## config.mk

```make
export PLATFORM = sky130hd
export DESIGN_NAME = mux_scan_ctrl_flat
export DESIGN_NICKNAME = d
export VERILOG_FILES = /design/src/rtl/mux_scan_ctrl_pkg.sv /design/src/rtl/mux_scan_ctrl_if.sv /design/src/rtl/mux_scan_ctrl_settle_cnt.sv /design/src/rtl/mux_scan_ctrl.sv /design/src/flat_wrapper.sv
export SDC_FILE = /design/constraint.sdc
export NUM_CORES = 1
export LEC_CHECK = 0
export CAP_MARGIN = 20
export CORE_MARGIN = 1
export CORE_UTILIZATION = 45
export CTS_CLUSTER_SIZE = 8
export DETAILED_ROUTE_END_ITERATION = 6
export PLACE_DENSITY = 0.82
export SLEW_MARGIN = 20
export SYNTH_ARGS = -nofsm -noshare
export SYNTH_HDL_FRONTEND = slang
export SYNTH_HIERARCHICAL = 1
export SYNTH_SLANG_ARGS = --single-unit
```

## constraint.sdc

```tcl
create_clock -name CP -period 2 [get_ports CP]
set_clock_uncertainty 0.05 [all_clocks]
set_input_delay 0.4 -clock CP [delete_from_list [all_inputs] [get_ports CP]]
set_output_delay 0.4 -clock CP [all_outputs]
set_load 0.01 [all_outputs]
```

## src/rtl/mux_scan_ctrl_pkg.sv

```systemverilog
// Shared types and constants for the 74F153 scan controller.
package mux_scan_pkg;

    typedef enum logic [1:0] {
        IDLE = 2'b00,
        STEP = 2'b01,
        FIN  = 2'b10
    } state_e;

    localparam int NSTEP    = 4;
    localparam int SETTLE_W = 4;

endpackage

```

## src/rtl/mux_scan_ctrl_if.sv

```systemverilog
// Bundle between the scan controller, the 74F153 it drives and its consumer.
interface mux_scan_ctrl_if;
    import mux_scan_pkg::*;

    logic             START;
    logic             Ya;
    logic             Yb;
    logic             S0;
    logic             S1;
    logic             Ea_N;
    logic             Eb_N;
    logic [NSTEP-1:0] Qa;
    logic [NSTEP-1:0] Qb;
    logic             BUSY;
    logic             DONE;

    modport master (
        input  START, Ya, Yb,
        output S0, S1, Ea_N, Eb_N, Qa, Qb, BUSY, DONE
    );

    modport slave (
        output START, Ya, Yb,
        input  S0, S1, Ea_N, Eb_N, Qa, Qb, BUSY, DONE
    );

endinterface

```

## src/rtl/mux_scan_ctrl_settle_cnt.sv

```systemverilog
// Loadable 4-bit down-counter; TC marks the last settle cycle of a step.
module settle_cnt
    import mux_scan_pkg::*;
(
    input  logic                CP,
    input  logic                MR_N,
    input  logic                LD,
    input  logic [SETTLE_W-1:0] D,
    input  logic                EN,
    output logic [SETTLE_W-1:0] Q,
    output logic                TC
);

    logic [SETTLE_W-1:0] cnt_q;
    logic [SETTLE_W-1:0] cnt_d;

    always_comb begin
        cnt_d = cnt_q;
        if (LD) begin
            cnt_d = D;
        end else if (EN) begin
            cnt_d = cnt_q - 1'b1;
        end
    end

    always_ff @(posedge CP or negedge MR_N) begin
        if (!MR_N) begin
            cnt_q <= '0;
        end else begin
            cnt_q <= cnt_d;
        end
    end

    assign Q  = cnt_q;
    assign TC = (cnt_q == SETTLE_W'(1));

endmodule

```

## src/rtl/mux_scan_ctrl.sv

```systemverilog
// Steps a 74F153 through all four selects, samples Ya/Yb after SETTLE cycles
// per step and publishes the assembled 4-bit words with a one-cycle DONE.
module mux_scan_ctrl
    import mux_scan_pkg::*;
#(
    parameter int unsigned SETTLE = 1
) (
    input  logic            CP,
    input  logic            MR_N,
    mux_scan_ctrl_if.master bus
);

    localparam logic [SETTLE_W-1:0] SETTLE_V = SETTLE_W'(SETTLE);
    localparam logic [1:0]          LAST_IDX = 2'(NSTEP - 1);

    state_e           state_q, state_d;
    logic [1:0]       idx_q, idx_d;
    logic [NSTEP-1:0] shA_q, shA_d;
    logic [NSTEP-1:0] shB_q, shB_d;
    logic [NSTEP-1:0] qa_q, qa_d;
    logic [NSTEP-1:0] qb_q, qb_d;

    logic                cntLd;
    logic                cntEn;
    logic                capture;
    logic [SETTLE_W-1:0] cntQ_unused;

    settle_cnt u_settle_cnt (
        .CP (CP),
        .MR_N (MR_N),
        .LD (cntLd),
        .D  (SETTLE_V),
        .EN (cntEn),
        .Q  (cntQ_unused),
        .TC (capture)
    );

    // The last step bypasses shadow storage so Qa/Qb update on the final capture edge.
    always_comb begin
        state_d = state_q;
        idx_d   = idx_q;
        shA_d   = shA_q;
        shB_d   = shB_q;
        qa_d    = qa_q;
        qb_d    = qb_q;
        cntLd   = 1'b0;
        cntEn   = 1'b0;
        unique case (state_q)
            IDLE: begin
                if (bus.START) begin
                    idx_d   = 2'd0;
                    cntLd   = 1'b1;
                    state_d = STEP;
                end
            end
            STEP: begin
                cntEn = 1'b1;
                if (capture) begin
                    shA_d[idx_q] = bus.Ya;
                    shB_d[idx_q] = bus.Yb;
                    if (idx_q != LAST_IDX) begin
                        idx_d = idx_q + 2'd1;
                        cntLd = 1'b1;
                    end else begin
                        qa_d    = {bus.Ya, shA_q[2:0]};
                        qb_d    = {bus.Yb, shB_q[2:0]};
                        state_d = FIN;
                    end
                end
            end
            FIN: begin
                state_d = IDLE;
            end
            default: begin
                state_d = IDLE;
            end
        endcase
    end

    always_ff @(posedge CP or negedge MR_N) begin
        if (!MR_N) begin
            state_q <= IDLE;
            idx_q   <= '0;
            shA_q   <= '0;
            shB_q   <= '0;
            qa_q    <= '0;
            qb_q    <= '0;
        end else begin
            state_q <= state_d;
            idx_q   <= idx_d;
            shA_q   <= shA_d;
            shB_q   <= shB_d;
            qa_q    <= qa_d;
            qb_q    <= qb_d;
        end
    end

    // Mux controls decode from registered state only; Ya/Yb never reach outputs directly.
    assign bus.S0   = (state_q == STEP) & idx_q[0];
    assign bus.S1   = (state_q == STEP) & idx_q[1];
    assign bus.Ea_N = (state_q != STEP);
    assign bus.Eb_N = (state_q != STEP);
    assign bus.BUSY = (state_q == STEP);
    assign bus.DONE = (state_q == FIN);
    assign bus.Qa   = qa_q;
    assign bus.Qb   = qb_q;

endmodule

```

## src/flat_wrapper.sv

```systemverilog
// flat-port wrapper written by rule: the top's interface ports become plain ports
module mux_scan_ctrl_flat import mux_scan_pkg::*;
#(
    parameter int unsigned SETTLE = 1
)
  (CP, MR_N, bus_START, bus_Ya, bus_Yb, bus_S0, bus_S1, bus_Ea_N, bus_Eb_N, bus_Qa, bus_Qb, bus_BUSY, bus_DONE);
  mux_scan_ctrl_if bus_i ();
  input  logic CP;
  input  logic MR_N;
  input wire logic [$bits(bus_i.START)-1:0] bus_START;
  input wire logic [$bits(bus_i.Ya)-1:0] bus_Ya;
  input wire logic [$bits(bus_i.Yb)-1:0] bus_Yb;
  output wire logic [$bits(bus_i.S0)-1:0] bus_S0;
  output wire logic [$bits(bus_i.S1)-1:0] bus_S1;
  output wire logic [$bits(bus_i.Ea_N)-1:0] bus_Ea_N;
  output wire logic [$bits(bus_i.Eb_N)-1:0] bus_Eb_N;
  output wire logic [$bits(bus_i.Qa)-1:0] bus_Qa;
  output wire logic [$bits(bus_i.Qb)-1:0] bus_Qb;
  output wire logic [$bits(bus_i.BUSY)-1:0] bus_BUSY;
  output wire logic [$bits(bus_i.DONE)-1:0] bus_DONE;
  assign bus_i.START = bus_START;
  assign bus_i.Ya = bus_Ya;
  assign bus_i.Yb = bus_Yb;
  assign bus_S0 = bus_i.S0;
  assign bus_S1 = bus_i.S1;
  assign bus_Ea_N = bus_i.Ea_N;
  assign bus_Eb_N = bus_i.Eb_N;
  assign bus_Qa = bus_i.Qa;
  assign bus_Qb = bus_i.Qb;
  assign bus_BUSY = bus_i.BUSY;
  assign bus_DONE = bus_i.DONE;
  mux_scan_ctrl #(.SETTLE(SETTLE)) u_core (.CP(CP), .MR_N(MR_N), .bus(bus_i));
endmodule
```

Word-level counts from Yosys, hierarchy flattened
Index checks and enable logic that the tools add are counted.
{"block": "classes", "mux": 19, "add_sub_neg": 2, "n_lt_le_gt_ge": 2, "n_bitwise": 3, "n_reduce_logical": 8, "n_eq_ne": 9}
{"operator": "2-bit 2-to-1 mux", "n": 6}
{"operator": "4-bit bitwise mux", "n": 2}
{"operator": "4-bit 2-to-1 mux", "n": 2}
{"operator": "2-bit case mux with 2 select lines", "n": 2}
{"operator": "2-bit by 1-bit inequality test with 1-bit output, second input constant", "n": 3}
{"operator": "2-bit inequality test, second input constant", "n": 3}
{"operator": "3-bit AND reduction", "n": 2}
{"operator": "1-bit 2-to-1 mux", "n": 5}
{"operator": "4-bit by 1-bit == test with 1-bit output, second input constant", "n": 1}
{"operator": "4-bit AND reduction", "n": 1}
{"operator": "2-bit nonzero test", "n": 2}
{"operator": "4-bit by 1-bit subtractor with 4-bit output, second input constant", "n": 1}
{"operator": "2-bit by 3-bit less-than comparator with 1-bit output, second input constant", "n": 1}
{"operator": "2-bit by 1-bit adder with 2-bit output, second input constant", "n": 1}
{"operator": "1-bit bitwise AND", "n": 2}
{"operator": "1-bit demux with 2-bit select", "n": 1}
{"operator": "2-bit by 1-bit == test with 1-bit output, second input constant", "n": 1}
{"operator": "2-bit == test, second input constant", "n": 1}
{"operator": "2-bit by 1-bit >= comparator with 1-bit output, second input constant", "n": 1}
{"operator": "2-bit zero test", "n": 1}
{"operator": "1-bit case mux with 2 select lines", "n": 1}
{"operator": "2-bit AND reduction", "n": 1}
{"operator": "1-bit logical AND", "n": 1}
{"operator": "1-bit NOT", "n": 1}
{"block": "totals", "out_inout_bits": 14, "word_cells": 50, "ff_bits": 24, "inputBits": 5}

Depth between registers and ports, before layout
Gate-level depths: netlist (run 1).
{"block": "logic_depth", "depth_word": 5, "mapped_depth": 7, "mapped_depth_nobuf": 7}

Cells and area by module
The synthesis (run 1) kept the hierarchy.
{"module": "mux_scan_ctrl", "cells_per_inst": 61, "area_each_um2": 815.8, "seq_area_each_um2": 450.4, "instances": 1}
{"module": "settle_cnt", "cells_per_inst": 22, "area_each_um2": 242.7, "seq_area_each_um2": 100.1, "instances": 1}

Worst setup path before layout (run 1)
No wires, ideal clock.
{"block": "synth_timing", "kind": "flip-flop to flip-flop", "start": "register u_core.u_settle_cnt.cnt_q[1], in the netlist u_core/u_settle_cnt/Q[1]", "end": "register u_core.u_settle_cnt.cnt_q[3], in the netlist u_core/u_settle_cnt/Q[3]", "synth_period_minus_slack_ns": 2.175, "path_stages_with_launch": 7, "setup_slack_ns": -0.175, "setup_time_ns": 0.125, "t_required_ns": 1.825, "arrival_time_ns": 2.000, "path_buffers": 0, "path_cell_list": "dfrtp_1 > inv_1 > ha_1 > nor3b_1 > and4bb_2 > a21o_1 > mux2_2"}
{"block": "synth_via", "elab_chain_cells": 4, "word_cells_on_any_way": 7, "cone_classes": "add/sub (1); eq/ne (1); mux (4); reduce/logical (1)"}
{"element": "from (decl)", "line_no": "mux_scan_ctrl_settle_cnt.sv:14", "text": "logic [SETTLE_W-1:0] cnt_q;"}
{"element": "from (signal assigned)", "line_no": "mux_scan_ctrl_settle_cnt.sv:30", "text": "cnt_q <= cnt_d;"}
{"element": "4-bit by 1-bit == test with 1-bit output (*)", "line_no": "mux_scan_ctrl_settle_cnt.sv:35", "text": "assign TC = (cnt_q == SETTLE_W'(1));"}
{"element": "net u_core.capture", "line_no": "mux_scan_ctrl.sv:25", "text": "logic capture;"}
{"element": "1-bit 2-to-1 mux (*)", "line_no": "mux_scan_ctrl.sv:58", "text": "if (capture) begin"}
{"element": "1-bit case mux with 2 select lines (*)", "line_no": "mux_scan_ctrl.sv:48", "text": "unique case (state_q)"}
{"element": "net u_core.cntLd", "line_no": "mux_scan_ctrl.sv:23", "text": "logic cntLd;"}
{"element": "4-bit 2-to-1 mux / 2-bit nonzero test (equally long branches)"}
The timed path passes the listed nets; every way through them passes the cells marked *. The select of a mux whose other input is x is not followed.
A chain may end at the register's enable or synchronous reset.

Final worst setup path (run 1)
Same ends and word-level chain as after synthesis.

==> metrics, run 1 <==
Final nets=126; area leader, netlist=dfrtp_1; Setup crit start kind=flip-flop; RSZ-0062 raised after global routing=no; critical path class=flip-flop to flip-flop; die width=between 50 and 60 um; final setup fails=0; Sink Count=22; CTS root buf=clkbuf_4; cell chain of the critical path=inv_1 > ha_1 > nor3b_4 > and4bb_2 > a21o_1 > mux2_2; top cells by area, synth=dfrtp_1, mux2_2, ha_1, o21ai_0, nor4b_4; CP max-delay cell=dfrtp_1; max frequency=0.5446 GHz; first-pass GRT wire length=3.381 mm; min cycle time layout=1.836 ns; nature of the critical path endpoint=flip-flop; CP Capture Point=u_core/u_settle_cnt/Q[3]; n_diodes=0; Placed Instances=around 130; share of cells above drive strength 1=a little under a third; number of global-route vias before repair=765; TritonCTS clock tree=built; global route total overflow=0; Cells after Synth=83; RD Place Congestion=0.7602; Worst Path Arrival=1.99 ns; Boundary Pins=19; Post-synth top flop=dfrtp_1; final worst path period share=between 90% and 100%; Leak Pwr=0.0006911 uW; critical path peak fanout=4; Hold WC Path Type=input port to asynchronous set/reset pin; clock-pin transition on the worst setup and hold timing paths=about 0.12 ns; CTS Buf Count=3; share of the synthesized area in the top cell type=52.01%; Pwr Density=1364 mW/mm2; clk buf depth=2; Netlist cell types=21; Die Span Y=50.50 um; routed via count=roughly 700; clk_lat worst skew=0.30 ns; Ys Warns=6; largest net degree at the start of global routing=23; Final HPWL DP=~1.4 mm; H-tree lvl count=1; Avg WL per Cell=13.89 um; area grow syn2layout=28.96%; Post-synth top cells=dfrtp_1, mux2_2, ha_1, inv_1, nand2_1; Pre-antenna DRT Iters=4; global-route usage over all layers=18.25%; Buf+Inv Stages, Crit Path=1; count leader, synth=dfrtp_1; EDFF count, synth=0; sequential share of the synthesized area=52.01%; final non-filler cell total=141; post-synthesis register bit count=22; detailed-route DRC error count=0; outcome=finished, final reports clean; worst reg2reg setup slack=0.16 ns; Worst path depth=6; Antenna Nets Post-Route=0; Peak VDD IR=approximately 0.00068 V; reg2reg path depth=6; Fin Hold WS=0.3693 ns; final worst slack=0.1638 ns; Place WS=-0.02416 ns; Slew Limit Fails=0; Hold Fails Final Rpt=0; Final TNS setup=0 ns; number of vias per cell=5.043; worst reg2reg path startpoint=u_core/u_settle_cnt/Q[1]; Worst R2R End=u_core/u_settle_cnt/Q[3]; IO Port Bufs=18; Core Rows=17; post-synth design cell area=0.001059 mm2; FFs w/ async S/R, synth=100.0%; initial antenna violation count=0; WP data required=2.15 ns; Initial Util=47.85%; fill cell count=194; core area=0.002212 mm2; slowest stage delay, CP=roughly 0.42 ns; total of max-cap violations=0; Die ar.=around 0.0026 mm2; routed wire length=approximately 2.0 mm; Tot Pwr=roughly 1900 uW; Initial DRC Count=2; Setup crit start=u_core/u_settle_cnt/Q[1]; Top delay family on crit path=simple AND/OR/NAND/NOR gates; syn_area_per_cell=about 13 um2
[routing by layer]
layer / wire length [um] / up-vias / GRT usage (%) / part of all wire [%]
li1: - / 340 / - / -
met1: 896 / 358 / 23.27 / 46
met2: 998 / 11 / 31.11 / 51
met3: 47 / 2 / 2.727 / 2.4
met4: 16 / 0 / 6.944 / 0.82
met5: 0 / - / 0 / 0
[power by group]
part           switching, uW  total, uW  leakage (uW)  internal (uW)
Combinational            377        880      0.000412            502
Sequential               139        783      0.000265            644
Clock                    129        199     0.0000138           70.3
[flip-flops by register name, summed over array words and instances (netlist names)]
register,count
u_core/u_settle_cnt/Q,4
u_core/bus.Qa,4
u_core/idx_q,2
u_core/state_q,2
u_core/shA_q,3
u_core/shB_q,3
u_core/bus.Qb,4
[through the flow]
stage	util, %	area (um2)
2_1_floorplan	-	1071
3_3_place_gp	58.65	1297
3_5_place_dp	58.65	1297
4_1_cts	61.14	1353
5_1_grt	61.71	1365
6_report	61.71	1365
[cell usage in the layout, fill, tap and decap left out]
master and n:
buf_4 9, mux2_2 16, and4bb_2 1, xor2_1 2, clkdlybuf4s50_1 12, ha_1 6
nand2_1 6, nand3_4 1, o21ai_0 5, inv_1 6, dlygate4sd2_1 4, dlymetal6s2s_1 2
clkbuf_4 3, xnor2_1 1, nor3b_4 1, nor2b_4 1, dfrtp_1 21, a21o_1 1
nor4b_4 1, a311oi_1 1, conb_1 4, and2b_2 1, nor2_1 4, dfrtp_2 1
nand3_1 3
[logic make-up after synthesis]
group                      count (synthesis)  share of synthesized area, %
other                                      2                        0.7095
xor gates and xnor gates                   3                         2.483
DFF                                       22                         52.01
adders and majority gates                  6                         7.092
and+or+nand+nor                           19                         12.88
buffers and inverters                      8                         3.901
muxes                                     16                         17.02
AOI/OAI and AO/OA                          7                         3.901
[final cells by class]
type / instances / area, um2 / area share (%)
well taps: 28 / 35.03 / 2.566
multi-input cells: 55 / 485.5 / 35.56
inverters: 6 / 22.52 / 1.650
clock buffers: 3 / 22.52 / 1.650
flip-flops and latches: 22 / 551.8 / 40.42
repair buffers: 27 / 247.7 / 18.15
[repair_timing]
action	CTS	global route
gates resized for setup	6	2
buffers inserted	4	1
endpoints found under the setup margin	6	4
hold buffers	0	0
[how the worst min path moves through the flow]
| stage | end | cells past startpoint | slack (ns) | from |
|---|---|---|---|---|
| 3_3_place_gp | u_core/bus.Qb[1] | 1 | 0.44 | u_core/shB_q[1] |
| 3_5_place_dp | u_core/bus.Qb[1] | 1 | 0.44 | u_core/shB_q[1] |
| 5_1_grt | u_core/u_settle_cnt/Q[0] | 2 | 0.39 | MR_N |
| 6_report | u_core/u_settle_cnt/Q[0] | 2 | 0.37 | MR_N |
| 2_1_floorplan | u_core/bus.Qa[0] | 0 | 0.05 | MR_N |
| 4_1_cts | u_core/u_settle_cnt/Q[0] | 2 | 0.38 | MR_N |
No activity file was read; power rests on OpenSTA's default activity.
==> run 2, diff against run 1 <==
- CORE_UTILIZATION: 45 -> 50
- PLACE_DENSITY: 0.82 -> 0.86
- clock period: 2 -> 1.95 ns (I/O delays scaled with it)
==> metrics, run 2 (same netlist as run 1, synthesis figures left out) <==
nature of the critical path endpoint=flip-flop; Setup crit start=u_core/u_settle_cnt/Q[1]; CTS root buf=clkbuf_4; routed wire length=1.926 mm; Sink Count=22; most frequent cells in the layout=dfrtp_1, mux2_2, clkdlybuf4s50_1, buf_4; footprint of the multi-input gates=479.2 um2; Hold WC Path Type=input port to asynchronous set/reset pin; clock-pin transition on the worst setup and hold timing paths=0.12 ns; global-route usage over all layers=20.28%; TritonCTS clock tree=built; worst reg2reg setup slack=0.12 ns; critical path class=flip-flop to flip-flop; reg2reg path depth=6; Setup crit start kind=flip-flop; IO Port Bufs=18; largest net degree at the start of global routing=23; WP data required=approximately 2.1 ns; global route total overflow=0; area grow syn2layout=28.84%; Final HPWL DP=roughly 1.3 mm; Core Rows=16; Pwr Density=roughly 1500 mW/mm2; final worst slack=0.1202 ns; RD Place Congestion=0.7320; Leak Pwr=0.0006677 uW; max frequency=0.5465 GHz; final setup fails=0; Hold Fails Final Rpt=0; Initial DRC Count=10; Post-CTS Hold Buffers=0; initial antenna violation count=0; detailed-route DRC error count=0; Final nets=124; Worst R2R End=u_core/u_settle_cnt/Q[3]; Antenna Nets Post-Route=0; Avg WL per Cell=~14 um; Slew Limit Fails=0; core area=0.001982 mm2; Core Util, Final=68.81%; critical path peak fanout=3; Initial Util=53.41%; commonest non-fill, non-tap cell in the layout=dfrtp_1; number of vias per cell=4.986; Place WS=0.2236 ns; Worst Path Arrival=1.98 ns; Tot Pwr=2005 uW; Reg area=550.5 um2; total of max-cap violations=0; Boundary Pins=19; number of global-route vias before repair=625; n_diodes=0; outcome=finished, final reports clean; CP Capture Point=u_core/u_settle_cnt/Q[3]; die width=between 40 and 50 um; Pre-antenna DRT Iters=3; worst reg2reg path startpoint=u_core/u_settle_cnt/Q[1]; Peak VDD IR=0.001099 V; routed via count=693; Die ar.=0.002305 mm2; final worst path period share=93.83%; Die Span Y=slightly below 50 um; min cycle time layout=approximately 1.8 ns; clk_lat worst skew=0.31 ns; RSZ-0062 raised after global routing=no; clk buf depth=2; CTS Buf Count=3; share of cells above drive strength 1=between 20 and 30%; first-pass GRT wire length=between 2 and 3 mm; H-tree lvl count=1; fill cell count=138; Final TNS setup=0 ns
## run 2: changes by cell type in the layout (fill, tap and decap cells not counted)
cell / delta
dfrtp_1: +1
dlymetal6s2s_1: -2
bufinv_16: +1
buf_4: -2
dlygate4sd2_1: +2
nor3b_2: +1
nor3b_4: -1
dfrtp_2: -1
## run 2: power by group
group          internal, uW  switching, uW
logic                   486            371
registers               660            141
clock network           208            140
total                  1350            652
## run 2: worst max-delay path: stages, from the launching register on
cell	delay [ns]
dfrtp_1	0.42
inv_1	0.12
ha_1	0.18
nor3b_2	0.20
and4bb_2	0.30
a21o_1	0.12
mux2_2	0.34
## run 2: per-stage QoR
| step | hold WS [ns] | cell area, um2 | instances |
|---|---|---|---|
| 2_1_floorplan | 0.04441 | 1071 | 85 |
| 3_3_place_gp | 0.4370 | 1304 | 133 |
| 3_5_place_dp | 0.4417 | 1304 | 133 |
| 4_1_cts | 0.3617 | 1364 | 139 |
| 5_1_grt | 0.3881 | 1364 | 139 |
| 6_report | 0.3582 | 1364 | 139 |
## run 2: cell type report
| class | count | area share [%] |
|---|---|---|
| Clock inverter | 1 | 2.202 |
| Inverter | 6 | 1.651 |
| Timing Repair Buffer | 25 | 16.51 |
| Tap cell | 27 | 2.477 |
| Clock buffer | 3 | 1.651 |
| Multi-Input combinational cell | 55 | 35.14 |
| Sequential cell | 22 | 40.37 |
## run 2: worst min path at each step
stage / slack (ns) / cells after the start / endpoint / from
2_1_floorplan: 0.04 / 0 / u_core/bus.Qa[0] / MR_N
3_3_place_gp: 0.44 / 1 / u_core/bus.Qa[1] / u_core/shA_q[1]
3_5_place_dp: 0.44 / 1 / u_core/bus.Qb[2] / u_core/shB_q[2]
4_1_cts: 0.36 / 2 / u_core/bus.Qb[2] / MR_N
5_1_grt: 0.39 / 2 / u_core/bus.Qb[1] / MR_N
6_report: 0.36 / 2 / u_core/bus.Qb[2] / MR_N
## run 2: timing repair
action / CTS / global route
gates resized for setup: 6 / 0
hold endpoints to repair: 0 / 0
endpoints found under the setup margin: 5 / 0
setup buffers: 2 / 0
## run 2: per-layer routing
layer  vias to the layer above  part of all wire (%)  global-route usage [%]
met1                       340                    48                   27.58
met3                         5                   2.3                   2.264
met2                        15                    47                   31.35
met5                         -                     0                       0
met4                         0                   2.3                   11.67
li1                        333                     -                       -
